$ cat config.mk
export PLATFORM = sky130hd
export DESIGN_NAME = mem_port_arbiter
export DESIGN_NICKNAME = d
export VERILOG_FILES = /design/src/rtl/mem_port_arbiter.sv
export SDC_FILE = /design/constraint.sdc
export NUM_CORES = 1
export LEC_CHECK = 0
export CAP_MARGIN = 20
export CORE_ASPECT_RATIO = 1.1
export CORE_MARGIN = 2
export CORE_UTILIZATION = 20
export DETAILED_ROUTE_END_ITERATION = 8
export PLACE_DENSITY = 0.88
export SYNTH_ARGS = -nofsm -noshare
export SYNTH_HDL_FRONTEND = slang
export SYNTH_SLANG_ARGS = --single-unit
$ cat constraint.sdc
create_clock -name CLK -period 1.6 [get_ports CLK]
set_clock_uncertainty 0.15 [all_clocks]
set_input_delay 0.32 -clock CLK [delete_from_list [all_inputs] [get_ports CLK]]
set_output_delay 0.32 -clock CLK [all_outputs]
set_load 0.03 [all_outputs]
$ cat src/rtl/mem_port_arbiter.sv
// Arbitrates one single-port synchronous memory between instruction fetch and the MEM stage,
// with a fixed-latency response tag pipe, a DM starvation limit and squash of in-flight fetches.
module mem_port_arbiter #(
  parameter int AW            = 14,
  parameter int MEM_LAT       = 1,
  parameter int MAX_DM_STREAK = 4
) (
  input  logic          CLK,
  input  logic          RST,
  input  logic          IF_REQ,
  input  logic [AW-1:0] IF_ADDR,
  output logic          IF_GNT,
  output logic          IF_RVALID,
  output logic [31:0]   IF_RDATA,
  input  logic          FLUSH,
  input  logic          DM_REQ,
  input  logic          DM_WE,
  input  logic [3:0]    DM_BE,
  input  logic [AW-1:0] DM_ADDR,
  input  logic [31:0]   DM_WDATA,
  output logic          DM_GNT,
  output logic          DM_RVALID,
  output logic [31:0]   DM_RDATA,
  output logic          MEM_EN,
  output logic          MEM_WE,
  output logic [3:0]    MEM_BE,
  output logic [AW-1:0] MEM_ADDR,
  output logic [31:0]   MEM_WDATA,
  input  logic [31:0]   MEM_RDATA
);

  localparam int SW = $clog2(MAX_DM_STREAK + 1);

  logic [SW-1:0]      streak_r;
  logic [MEM_LAT-1:0] tag_vld_r;
  logic [MEM_LAT-1:0] tag_if_r;
  logic               streak_max_s;
  logic               dm_sel_s;
  logic               if_sel_s;
  logic               rsp_vld_s;
  logic               rsp_if_s;

  // Grant selection and memory-side request mux; DM wins unless IF has waited out the streak
  always_comb begin
    streak_max_s = (streak_r == SW'(MAX_DM_STREAK));
    dm_sel_s     = DM_REQ & ~(IF_REQ & streak_max_s);
    if_sel_s     = IF_REQ & ~dm_sel_s;
    IF_GNT       = 1'b0;
    DM_GNT       = 1'b0;
    MEM_EN       = 1'b0;
    MEM_WE       = 1'b0;
    MEM_BE       = 4'b0000;
    MEM_ADDR     = {AW{1'b0}};
    MEM_WDATA    = 32'h0000_0000;
    if (RST) begin
      MEM_EN = 1'b0;
    end else if (dm_sel_s) begin
      DM_GNT    = 1'b1;
      MEM_EN    = 1'b1;
      MEM_WE    = DM_WE;
      MEM_BE    = DM_BE;
      MEM_ADDR  = DM_ADDR;
      MEM_WDATA = DM_WDATA;
    end else if (if_sel_s) begin
      IF_GNT   = 1'b1;
      MEM_EN   = 1'b1;
      MEM_ADDR = IF_ADDR;
    end else begin
      MEM_EN = 1'b0;
    end
  end

  // Route the returning read word to its owner; a redirect hides fetch data immediately
  always_comb begin
    rsp_vld_s = tag_vld_r[MEM_LAT-1] & ~RST;
    rsp_if_s  = tag_if_r[MEM_LAT-1];
    IF_RVALID = rsp_vld_s & rsp_if_s & ~FLUSH;
    DM_RVALID = rsp_vld_s & ~rsp_if_s;
    IF_RDATA  = MEM_RDATA & {32{IF_RVALID}};
    DM_RDATA  = MEM_RDATA & {32{DM_RVALID}};
  end

  // Tag pipe: flush kills fetch tags already in flight, but the fetch granted now is kept
  always_ff @(posedge CLK) begin
    if (RST) begin
      tag_vld_r <= {MEM_LAT{1'b0}};
      tag_if_r  <= {MEM_LAT{1'b0}};
    end else begin
      for (int i = MEM_LAT - 1; i > 0; i--) begin
        tag_vld_r[i] <= tag_vld_r[i-1] & ~(FLUSH & tag_if_r[i-1]);
        tag_if_r[i]  <= tag_if_r[i-1];
      end
      tag_vld_r[0] <= MEM_EN & ~MEM_WE;
      tag_if_r[0]  <= IF_GNT;
    end
  end

  // Count DM grants taken while a fetch is waiting
  always_ff @(posedge CLK) begin
    if (RST) begin
      streak_r <= {SW{1'b0}};
    end else if (IF_GNT | ~IF_REQ) begin
      streak_r <= {SW{1'b0}};
    end else if (DM_GNT & ~streak_max_s) begin
      streak_r <= streak_r + SW'(1);
    end else begin
      streak_r <= streak_r;
    end
  end

endmodule

==> metrics.json, run 1 <==
{
  "switching_power": {"value": 538, "unit": "uW"},
  "antenna_cells": {"value": 0},
  "timing.critical_path.from_type": {"value": "flop"},
  "worst_slew_margin_rel": {"value": 86.1, "unit": "%"},
  "grt_setup_unrepaired": {"value": "yes"},
  "port-buffer-count": {"value": 221},
  "yosys_warnings": {"value": 0},
  "p_leak": {"value": 2.21, "unit": "nW"},
  "postSynthAreaPerCell": {"value": 6.98, "unit": "um2"},
  "layout-drive-gt1-share": {"value": 67.6, "unit": "%"},
  "combinationalPowerShare": {"value": 73.7, "unit": "%"},
  "seqPwrFrac": {"value": 9.1, "unit": "%"},
  "yosys.cell_types.count": {"value": 26},
  "slew_violations": {"value": 0},
  "synthesis.area": {"value": 1360, "unit": "um2"},
  "drt-vias-per-instance": {"value": 4.74},
  "clock-root-buffer": {"value": "sky130_fd_sc_hd__clkbuf_8"},
  "max-vdd-ir-drop": {"value": 0.367, "unit": "mV"},
  "ant_nets": {"value": 0},
  "clockBufferDepth": {"value": 2},
  "htreeDepth": {"value": 1},
  "critical_path.max_stage_delay": {"value": 330, "unit": "ps"},
  "hold_viol_final": {"value": 0},
  "layout_setup_ws": {"value": -406, "unit": "ps"},
  "hold_path.class": {"value": "in -> reg"},
  "num_rows": {"value": 31},
  "layout.cells.most_common": {"value": "sky130_fd_sc_hd__buf_6"},
  "wire_per_inst": {"value": 17.8, "unit": "um"},
  "p_total": {"value": 1.46, "unit": "mW"},
  "final.min_clock_period": {"value": 2010, "unit": "ps"},
  "grt-ovfl-total": {"value": 0},
  "crit_chain": {"value": "inv_2, ha_4, buf_4, nand3_2, buf_12, and3_1, buf_6"},
  "place_worst_setup_slack": {"value": -684, "unit": "ps"},
  "layout_worst_path_cycle_share": {"value": 125, "unit": "%"},
  "detail_route.first_pass.iterations": {"value": 4},
  "synth-seq-area-share": {"value": 7.39, "unit": "%"},
  "chipHeight": {"value": 90.3, "unit": "um"},
  "worst_path_dominant_cell_family": {"value": "buffers and inverters"},
  "critical_path.n_buffers_inverters": {"value": 4},
  "clkPwrFrac": {"value": 17.2, "unit": "%"},
  "core": {"value": 6560, "unit": "um2"},
  "max_freq": {"value": 499, "unit": "MHz"},
  "violations": {"value": "negative setup slack"},
  "overall_global_routing_resource_usage": {"value": 22.7, "unit": "%"},
  "max_slew.worst_pin.slew": {"value": 207, "unit": "ps"},
  "route.vias.total": {"value": 2495},
  "finish.instance_area": {"value": 4900, "unit": "um2"},
  "status": {"value": "finished, violations left"},
  "synth_nets": {"value": 298},
  "post_dp_cell_area": {"value": 3780, "unit": "um2"},
  "drt_iter0_markers": {"value": 55},
  "drv_cap": {"value": 0},
  "sw_frac_of_total": {"value": 36.7, "unit": "%"},
  "die-width": {"value": 82.5, "unit": "um"},
  "dp_hpwl": {"value": 5870, "unit": "um"},
  "route.final.wire_length": {"value": 9360, "unit": "um"},
  "timing.critical_path.to_type": {"value": "output port"},
  "number_of_global_route_vias_before_repair": {"value": 2592},
  "design.die.area": {"value": 7450, "unit": "um2"},
  "drcViolationCount": {"value": 0},
  "worst-endpoint-arrival": {"value": 1540, "unit": "ps"},
  "syn-instance-count": {"value": 194},
  "gp_congestion": {"value": 0.732},
  "timing.critical_path.required": {"value": 1130, "unit": "ps"},
  "clk_pin_slew_worst_paths": {"value": 40, "unit": "ps"},
  "global_route_wire_length_before_repair": {"value": 13200, "unit": "um"},
  "critical_path.slowest_cell": {"value": "sky130_fd_sc_hd__dfxtp_2"},
  "tritoncts": {"value": "built"},
  "number_of_buffers_created_by_cts": {"value": 3},
  "critPathMaxFanout": {"value": 39},
  "p_int": {"value": 926, "unit": "uW"},
  "grt_antenna_before_repair": {"value": 0},
  "clkLatencyLatePin": {"value": 240, "unit": "ps"},
  "most-common-layout-cells": {"value": "sky130_fd_sc_hd__buf_6, sky130_fd_sc_hd__clkdlybuf4s50_1, sky130_fd_sc_hd__and2_4, sky130_fd_sc_hd__nand3b_1, sky130_fd_sc_hd__buf_4"},
  "start_util": {"value": 20.7, "unit": "%"},
  "critical_path_class": {"value": "reg -> out"},
  "setup_viol": {"value": 119},
  "pin_count": {"value": 222},
  "layout-area-overhead-vs-synth": {"value": 261, "unit": "%"},
  "finalSetupTns": {"value": -35650, "unit": "ps"},
  "number_of_flip_flops_and_latches_in_the_synthesized_netlist": {"value": 5},
  "cts.sinks": {"value": 5},
  "power_density_of_the_placed_cells": {"value": 299, "unit": "nW/um2"},
  "layout.nets": {"value": 549},
  "grt_max_degree": {"value": 40}
}
## layer usage
metal	GRT usage [%]	up-vias	wire length, um
li1	-	1173	-
met1	22.3	1149	3160
met2	43.6	152	5110
met3	6.00	21	832
met4	7.50	0	265
met5	0	-	0
## cells in the mapped netlist
cell type | count | area, um2
sky130_fd_sc_hd__o22ai_1 | 13 | 81.3
sky130_fd_sc_hd__a21boi_4 | 1 | 18.8
sky130_fd_sc_hd__nand2_1 | 1 | 3.75
sky130_fd_sc_hd__buf_6 | 3 | 33.8
sky130_fd_sc_hd__inv_1 | 2 | 7.51
sky130_fd_sc_hd__nor3b_2 | 1 | 12.5
sky130_fd_sc_hd__and2_1 | 65 | 407
sky130_fd_sc_hd__a311oi_1 | 1 | 8.76
sky130_fd_sc_hd__and4b_1 | 1 | 10.0
sky130_fd_sc_hd__clkbuf_1 | 6 | 22.5
sky130_fd_sc_hd__clkbuf_2 | 1 | 5.00
sky130_fd_sc_hd__nor2b_1 | 1 | 6.26
sky130_fd_sc_hd__and4bb_4 | 1 | 16.3
sky130_fd_sc_hd__nor2_1 | 4 | 15.0
sky130_fd_sc_hd__o211a_1 | 1 | 10.0
sky130_fd_sc_hd__nor2b_2 | 1 | 8.76
sky130_fd_sc_hd__nor3b_1 | 2 | 15.0
sky130_fd_sc_hd__buf_2 | 9 | 45.0
sky130_fd_sc_hd__and3_1 | 38 | 238
sky130_fd_sc_hd__nand2b_1 | 1 | 6.26
sky130_fd_sc_hd__buf_4 | 5 | 37.5
sky130_fd_sc_hd__o32ai_1 | 1 | 8.76
sky130_fd_sc_hd__dfxtp_1 | 5 | 100
sky130_fd_sc_hd__nand3_2 | 1 | 10.0
sky130_fd_sc_hd__ha_1 | 2 | 25.0
sky130_fd_sc_hd__nand3b_1 | 27 | 203
## registers in the layout (all words and copies together), names as in the netlist
register / flops
streak_r: 3
tag_vld_r: 1
rsp_if_s: 1
## timing repair
action	in CTS	in global routing
hold buffers	0	0
buffers inserted	14	4
cloned	8	3
endpoints found under the setup margin	121	120
resized for setup	200	45
pin swaps	40	25
## cells by family (layout without fill, tap and decap cells)
logic type	count (synthesis)	in the layout	synth area share, %
DFF	5	5	7.39
and+or+nand+nor	144	144	70.2
AOI/OAI and AO/OA	17	17	9.42
buffers and inverters	26	276	11.2
adders and majority gates	2	2	1.85
## power by group through the flow
stage / sequential, mW / clock (mW) / combinational (mW)
2_1_floorplan: 0.134 / 0 / 0.406
3_3_place_gp: 0.134 / 0 / 0.837
3_5_place_dp: 0.135 / 0 / 0.851
4_1_cts: 0.133 / 0.250 / 1.01
5_1_grt: 0.134 / 0.264 / 1.13
6_report: 0.134 / 0.251 / 1.08
## layout make-up
type                    count  area [um2]
clock buffers               4        45.0
inverters                   2        7.51
well taps                  82         103
repair buffers            270        3060
flip-flops and latches      5         106
multi-input cells         163        1580
fillers                   408        1660
## metrics by stage
stage,instances,util [%],hold slack (ps)
2_1_floorplan,194,-,260
5_1_grt,526,74.7,360
4_1_cts,523,73.0,322
3_5_place_dp,497,57.7,358
6_report,526,74.7,327
3_3_place_gp,497,57.7,352
## worst paths after layout
path / from / end / slack (ps) / depth (start not counted)
max: streak_r[0] / MEM_WDATA[0] / -410 / 7
min: IF_REQ / streak_r[1] / 330 / 2
max reg2reg: streak_r[0] / streak_r[0] / 80 / 7
min reg2reg: streak_r[0] / streak_r[0] / 380 / 2
No activity file was read; power rests on OpenSTA's default activity.
==> inputs of run 2 (changes only) <==
--- a/config.mk
+++ b/config.mk
@@ -7,7 +7,7 @@
 export LEC_CHECK = 0
 export CAP_MARGIN = 20
 export CORE_ASPECT_RATIO = 1.1
-export CORE_MARGIN = 2
+export CORE_MARGIN = 3
 export CORE_UTILIZATION = 20
 export DETAILED_ROUTE_END_ITERATION = 8
 export PLACE_DENSITY = 0.88
==> metrics.json, run 2 (synthesis results as in run 1) <==
{
  "crit-reg2reg-launch": {"value": "streak_r[1]"},
  "timing.critical_path.to_type": {"value": "output port"},
  "port-buffer-count": {"value": 221},
  "route.vias.total": {"value": 2446},
  "chipHeight": {"value": 92.3, "unit": "um"},
  "power_density_of_the_placed_cells": {"value": 296, "unit": "nW/um2"},
  "hold_path_startpoint": {"value": "streak_r[0]"},
  "route.final.wire_length": {"value": 9320, "unit": "um"},
  "reg2reg_depth": {"value": 7},
  "largest_register": {"value": "streak_r"},
  "number_of_buffers_created_by_cts": {"value": 3},
  "global_route_wire_length_before_repair": {"value": 14200, "unit": "um"},
  "met3_usage": {"value": 4.36, "unit": "%"},
  "largest_register_ff_count": {"value": 3},
  "drv_cap": {"value": 0},
  "reg2reg_slack": {"value": 90, "unit": "ps"},
  "design.die.area": {"value": 7800, "unit": "um2"},
  "layout.cells.most_common": {"value": "sky130_fd_sc_hd__buf_6"},
  "core": {"value": 6380, "unit": "um2"},
  "place_worst_setup_slack": {"value": -917, "unit": "ps"},
  "clock-root-buffer": {"value": "sky130_fd_sc_hd__clkbuf_8"},
  "most-common-layout-cells": {"value": "sky130_fd_sc_hd__buf_6, sky130_fd_sc_hd__clkdlybuf4s50_1, sky130_fd_sc_hd__and2_4, sky130_fd_sc_hd__nand3b_1, sky130_fd_sc_hd__and3_2"},
  "number_of_global_route_vias_before_repair": {"value": 2688},
  "worst-endpoint-arrival": {"value": 1540, "unit": "ps"},
  "fillerInstances": {"value": 436},
  "layout-area-overhead-vs-synth": {"value": 259, "unit": "%"},
  "grt_most_used_layer": {"value": "met2"},
  "drt-vias-per-instance": {"value": 4.63},
  "ant_nets": {"value": 0},
  "layout_setup_ws": {"value": -409, "unit": "ps"},
  "layout_worst_path_cycle_share": {"value": 126, "unit": "%"},
  "slew_violations": {"value": 0},
  "critPathMaxFanout": {"value": 39},
  "grt_max_degree": {"value": 40},
  "gp_congestion": {"value": 0.734},
  "p_total": {"value": 1.44, "unit": "mW"},
  "num_rows": {"value": 30},
  "hold_viol_final": {"value": 0},
  "drt_iter0_markers": {"value": 24},
  "status": {"value": "finished, violations left"},
  "max_freq": {"value": 498, "unit": "MHz"},
  "final.min_clock_period": {"value": 2010, "unit": "ps"},
  "final_cells": {"value": 528},
  "start_util": {"value": 21.2, "unit": "%"},
  "min_delay_worst_endpoint": {"value": "streak_r[0]"},
  "layout-drive-gt1-share": {"value": 67.9, "unit": "%"},
  "cts.sinks": {"value": 5},
  "dp_hpwl": {"value": 6130, "unit": "um"},
  "die-width": {"value": 84.5, "unit": "um"},
  "overall_global_routing_resource_usage": {"value": 22.3, "unit": "%"},
  "wire_per_inst": {"value": 17.7, "unit": "um"},
  "globalRouteMet1Util": {"value": 22.4, "unit": "%"},
  "timing.critical_path.from_type": {"value": "flop"},
  "pin_count": {"value": 222},
  "drcViolationCount": {"value": 0},
  "clockBufferDepth": {"value": 2},
  "tritoncts": {"value": "built"},
  "global_route.usage.met2": {"value": 45.6, "unit": "%"},
  "grt_antenna_before_repair": {"value": 0},
  "detail_route.first_pass.iterations": {"value": 4},
  "clk_pin_slew_worst_paths": {"value": 40, "unit": "ps"},
  "grt_setup_unrepaired": {"value": "yes"},
  "reg2reg_to": {"value": "streak_r[1]"},
  "grt-ovfl-total": {"value": 0},
  "max-vdd-ir-drop": {"value": 0.211, "unit": "mV"},
  "critical_path_class": {"value": "reg -> out"},
  "clkLatencyLatePin": {"value": 220, "unit": "ps"},
  "antenna_cells": {"value": 0},
  "setup_viol": {"value": 119},
  "htreeDepth": {"value": 1},
  "timing.critical_path.required": {"value": 1130, "unit": "ps"},
  "p_leak": {"value": 2.20, "unit": "nW"},
  "finalHoldWorstSlack": {"value": 364, "unit": "ps"},
  "worst_slew_margin_rel": {"value": 82.7, "unit": "%"},
  "post-place-cells": {"value": 498},
  "max_slew.worst_pin.slew": {"value": 258, "unit": "ps"},
  "layout.nets": {"value": 553},
  "hold_path.class": {"value": "reg -> reg"},
  "finalSetupTns": {"value": -34220, "unit": "ps"},
  "whs_path_depth": {"value": 2},
  "violations": {"value": "negative setup slack"}
}
run 2: what timing repair did:
item	4_1_cts	5_1_grt
endpoints found under the setup margin	121	121
buffers inserted	18	4
resized for setup	291	15
gates cloned	10	0
hold buffers	0	0
pin swaps	63	3
run 2: through the flow:
stage	area, um2	util [%]
floorplan	1670	-
CTS	4930	77.3
global placement	3790	59.5
finish	4870	76.3
global route	4870	76.3
detailed placement	3790	59.5
run 2: where the power goes:
group	leakage (nW)	switching, mW	internal (mW)
Clock	0.0228	0.0706	0.172
Sequential	0.0422	0.00291	0.130
Combinational	2.14	0.450	0.617
Total	2.20	0.523	0.919
run 2: worst max-delay path by stage:
stage	cells past startpoint	to	from
final	7	MEM_WDATA[21]	streak_r[1]
after global placement	5	MEM_ADDR[7]	IF_REQ
after CTS	7	MEM_BE[0]	streak_r[1]
after global routing	7	MEM_BE[1]	streak_r[1]
after floorplan	5	MEM_ADDR[9]	streak_r[0]
after detailed placement	5	MEM_ADDR[7]	IF_REQ
run 2: final cells by class:
| type | count | area [um2] | area share [%] |
|---|---|---|---|
| inverter | 2 | 7.51 | 0.154 |
| timing repair buffer | 274 | 3020 | 62.1 |
| tap | 80 | 100 | 2.06 |
| sequential | 5 | 104 | 2.13 |
| clock buffer | 4 | 45.0 | 0.926 |
| multi-input combinational | 163 | 1590 | 32.6 |
run 2: per-layer routing:
layer	routed length, um	vias up
met5	0	-
met4	122	0
met3	690	12
met2	5380	128
met1	3130	1117
li1	-	1189
run 2: critical path, cell delays in order, from the launching register on:
cell                      delay [ps]
sky130_fd_sc_hd__dfxtp_2         340
sky130_fd_sc_hd__inv_2            50
sky130_fd_sc_hd__ha_4            170
sky130_fd_sc_hd__buf_4           130
sky130_fd_sc_hd__nand3_2          80
sky130_fd_sc_hd__buf_12          180
sky130_fd_sc_hd__and3_2          210
sky130_fd_sc_hd__buf_6           130
==> inputs of run 3 (changes only) <==
--- a/config.mk
+++ b/config.mk
@@ -9,6 +9,7 @@
 export CORE_ASPECT_RATIO = 1.1
 export CORE_MARGIN = 3
 export CORE_UTILIZATION = 20
+export CTS_BUF_LIST = sky130_fd_sc_hd__clkbuf_16
 export DETAILED_ROUTE_END_ITERATION = 8
 export PLACE_DENSITY = 0.88
 export SYNTH_ARGS = -nofsm -noshare
==> metrics.json, run 3 (synthesis results as in run 1) <==
{
  "final_cells": {"value": 532},
  "sw_frac_of_total": {"value": 33.4, "unit": "%"},
  "switching_power": {"value": 542, "unit": "uW"},
  "max_slew.worst_pin.slew": {"value": 207, "unit": "ps"},
  "wire_per_inst": {"value": 17.9, "unit": "um"},
  "number_of_global_route_vias_before_repair": {"value": 2645},
  "clockBufferDepth": {"value": 2},
  "clock-root-buffer": {"value": "sky130_fd_sc_hd__clkbuf_16"},
  "num_rows": {"value": 30},
  "postCtsHoldBufs": {"value": 0},
  "largest_register": {"value": "streak_r"},
  "violations": {"value": "negative setup slack"},
  "drt-vias-per-instance": {"value": 4.71},
  "combinationalPowerShare": {"value": 66.7, "unit": "%"},
  "p_int": {"value": 1.08, "unit": "mW"},
  "critical_path.n_buffers_inverters": {"value": 4},
  "global_route_wire_length_before_repair": {"value": 13800, "unit": "um"},
  "start_util": {"value": 21.2, "unit": "%"},
  "setup_viol": {"value": 119},
  "worst_path_dominant_cell_family": {"value": "buffers and inverters"},
  "critical_path.max_stage_delay": {"value": 310, "unit": "ps"},
  "clkLatencyLatePin": {"value": 230, "unit": "ps"},
  "max-vdd-ir-drop": {"value": 0.256, "unit": "mV"},
  "layout-area-overhead-vs-synth": {"value": 270, "unit": "%"},
  "layout-drive-gt1-share": {"value": 68.8, "unit": "%"},
  "seqPwrFrac": {"value": 8.2, "unit": "%"},
  "post-place-cells": {"value": 498},
  "route.vias.total": {"value": 2504},
  "timing.critical_path.required": {"value": 1130, "unit": "ps"},
  "hold_path.class": {"value": "reg -> reg"},
  "hold_viol_final": {"value": 0},
  "most-common-layout-cells": {"value": "sky130_fd_sc_hd__buf_6, sky130_fd_sc_hd__clkdlybuf4s50_1, sky130_fd_sc_hd__and2_4, sky130_fd_sc_hd__nand3b_1, sky130_fd_sc_hd__and3_4"},
  "route.final.wire_length": {"value": 9550, "unit": "um"},
  "drcViolationCount": {"value": 0},
  "chipHeight": {"value": 92.3, "unit": "um"},
  "gp_congestion": {"value": 0.734},
  "timing.critical_path.to_type": {"value": "output port"},
  "layout.nets": {"value": 557},
  "path_common_cell": {"value": "sky130_fd_sc_hd__buf_6"},
  "drt_iter0_markers": {"value": 40},
  "number_of_buffers_created_by_cts": {"value": 3},
  "grt_setup_unrepaired": {"value": "yes"},
  "htreeDepth": {"value": 1},
  "cts.sinks": {"value": 5},
  "pin_count": {"value": 222},
  "final.min_clock_period": {"value": 2000, "unit": "ps"},
  "power_density_of_the_placed_cells": {"value": 324, "unit": "nW/um2"},
  "timing.critical_path.from_type": {"value": "flop"},
  "grt_max_degree": {"value": 40},
  "ant_nets": {"value": 0},
  "grt_antenna_before_repair": {"value": 0},
  "layout_worst_path_cycle_share": {"value": 125, "unit": "%"},
  "detail_route.first_pass.iterations": {"value": 4},
  "dp_hpwl": {"value": 6130, "unit": "um"},
  "design.die.area": {"value": 7800, "unit": "um2"},
  "largest_register_ff_count": {"value": 3},
  "clkPwrFrac": {"value": 25.1, "unit": "%"},
  "layout_setup_ws": {"value": -400, "unit": "ps"},
  "clk_pin_slew_worst_paths": {"value": 30, "unit": "ps"},
  "worst-endpoint-arrival": {"value": 1530, "unit": "ps"},
  "overall_global_routing_resource_usage": {"value": 21.9, "unit": "%"},
  "slew_violations": {"value": 0},
  "status": {"value": "finished, violations left"},
  "crit_chain": {"value": "inv_2, ha_4, buf_6, nand3_4, buf_12, and3_2, buf_6"},
  "antenna_cells": {"value": 0},
  "tritoncts": {"value": "built"},
  "worst_slew_margin_rel": {"value": 86.2, "unit": "%"},
  "critPathMaxFanout": {"value": 20},
  "layout.cells.most_common": {"value": "sky130_fd_sc_hd__buf_6"},
  "drv_cap": {"value": 0},
  "port-buffer-count": {"value": 221},
  "critical_path_class": {"value": "reg -> out"},
  "p_leak": {"value": 2.24, "unit": "nW"},
  "grt-ovfl-total": {"value": 0},
  "finalSetupTns": {"value": -32050, "unit": "ps"},
  "max_freq": {"value": 500, "unit": "MHz"},
  "die-width": {"value": 84.5, "unit": "um"},
  "core": {"value": 6380, "unit": "um2"},
  "critical_path.slowest_cell": {"value": "sky130_fd_sc_hd__dfxtp_2"}
}
-- run 3: cell count changes in the layout (fill, tap and decap cells not counted), sizes merged --
cell  change
buf       +3
inv       +1
-- run 3: layout make-up --
class,count,area (um2)
Clock buffer,3,75.1
Clock inverter,1,3.75
Fill cell,409,1370
Inverter,2,7.51
Multi-Input combinational cell,163,1650
Sequential cell,5,104
Tap cell,80,100
Timing Repair Buffer,278,3070
-- run 3: power groups by stage --
stage | Combinational (mW) | Clock, mW | Sequential (mW)
floorplan | 0.406 | 0 | 0.134
global placement | 0.849 | 0 | 0.134
detailed placement | 0.860 | 0 | 0.134
CTS | 1.05 | 0.413 | 0.133
global route | 1.13 | 0.419 | 0.133
finish | 1.08 | 0.408 | 0.133
-- run 3: worst paths after layout --
kind	from	end	slack [ps]	cells past startpoint
setup / recovery	streak_r[1]	MEM_WDATA[6]	-400	7
hold / removal	streak_r[0]	streak_r[0]	360	2
setup reg to reg	streak_r[1]	tag_vld_r	80	7
hold reg to reg	streak_r[0]	streak_r[0]	360	2
-- run 3: timing repair --
action / in CTS / in global routing
gates resized for setup: 293 / 28
buffers inserted: 18 / 6
endpoints found under the setup margin: 121 / 120
gates cloned: 10 / 3
pin swaps: 63 / 13
-- run 3: per-layer routing --
layer  wire length, um  up-vias  track usage (%)
met5                 0        -                0
met4               128        0             5.67
met3               689       14             4.45
met2              5530      128             44.6
met1              3200     1169             22.0
li1                  -     1193                -
-- run 3: tightest hold or removal path, cell delays in order (launching register included) --
cell and delay (ps):
sky130_fd_sc_hd__dfxtp_2 330, sky130_fd_sc_hd__buf_4 110, sky130_fd_sc_hd__nor3b_1 40
-- run 3: through the flow --
stage | setup slack [ps] | hold slack [ps] | cell area (um2) | utilization (%) | power (mW)
floorplan | -114 | 260 | 1670 | - | 0.539
global placement | -902 | 348 | 3790 | 59.5 | 0.983
detailed placement | -917 | 354 | 3790 | 59.5 | 0.994
CTS | -387 | 356 | 4970 | 77.9 | 1.60
global route | -436 | 374 | 5010 | 78.6 | 1.68
finish | -400 | 362 | 5010 | 78.6 | 1.62
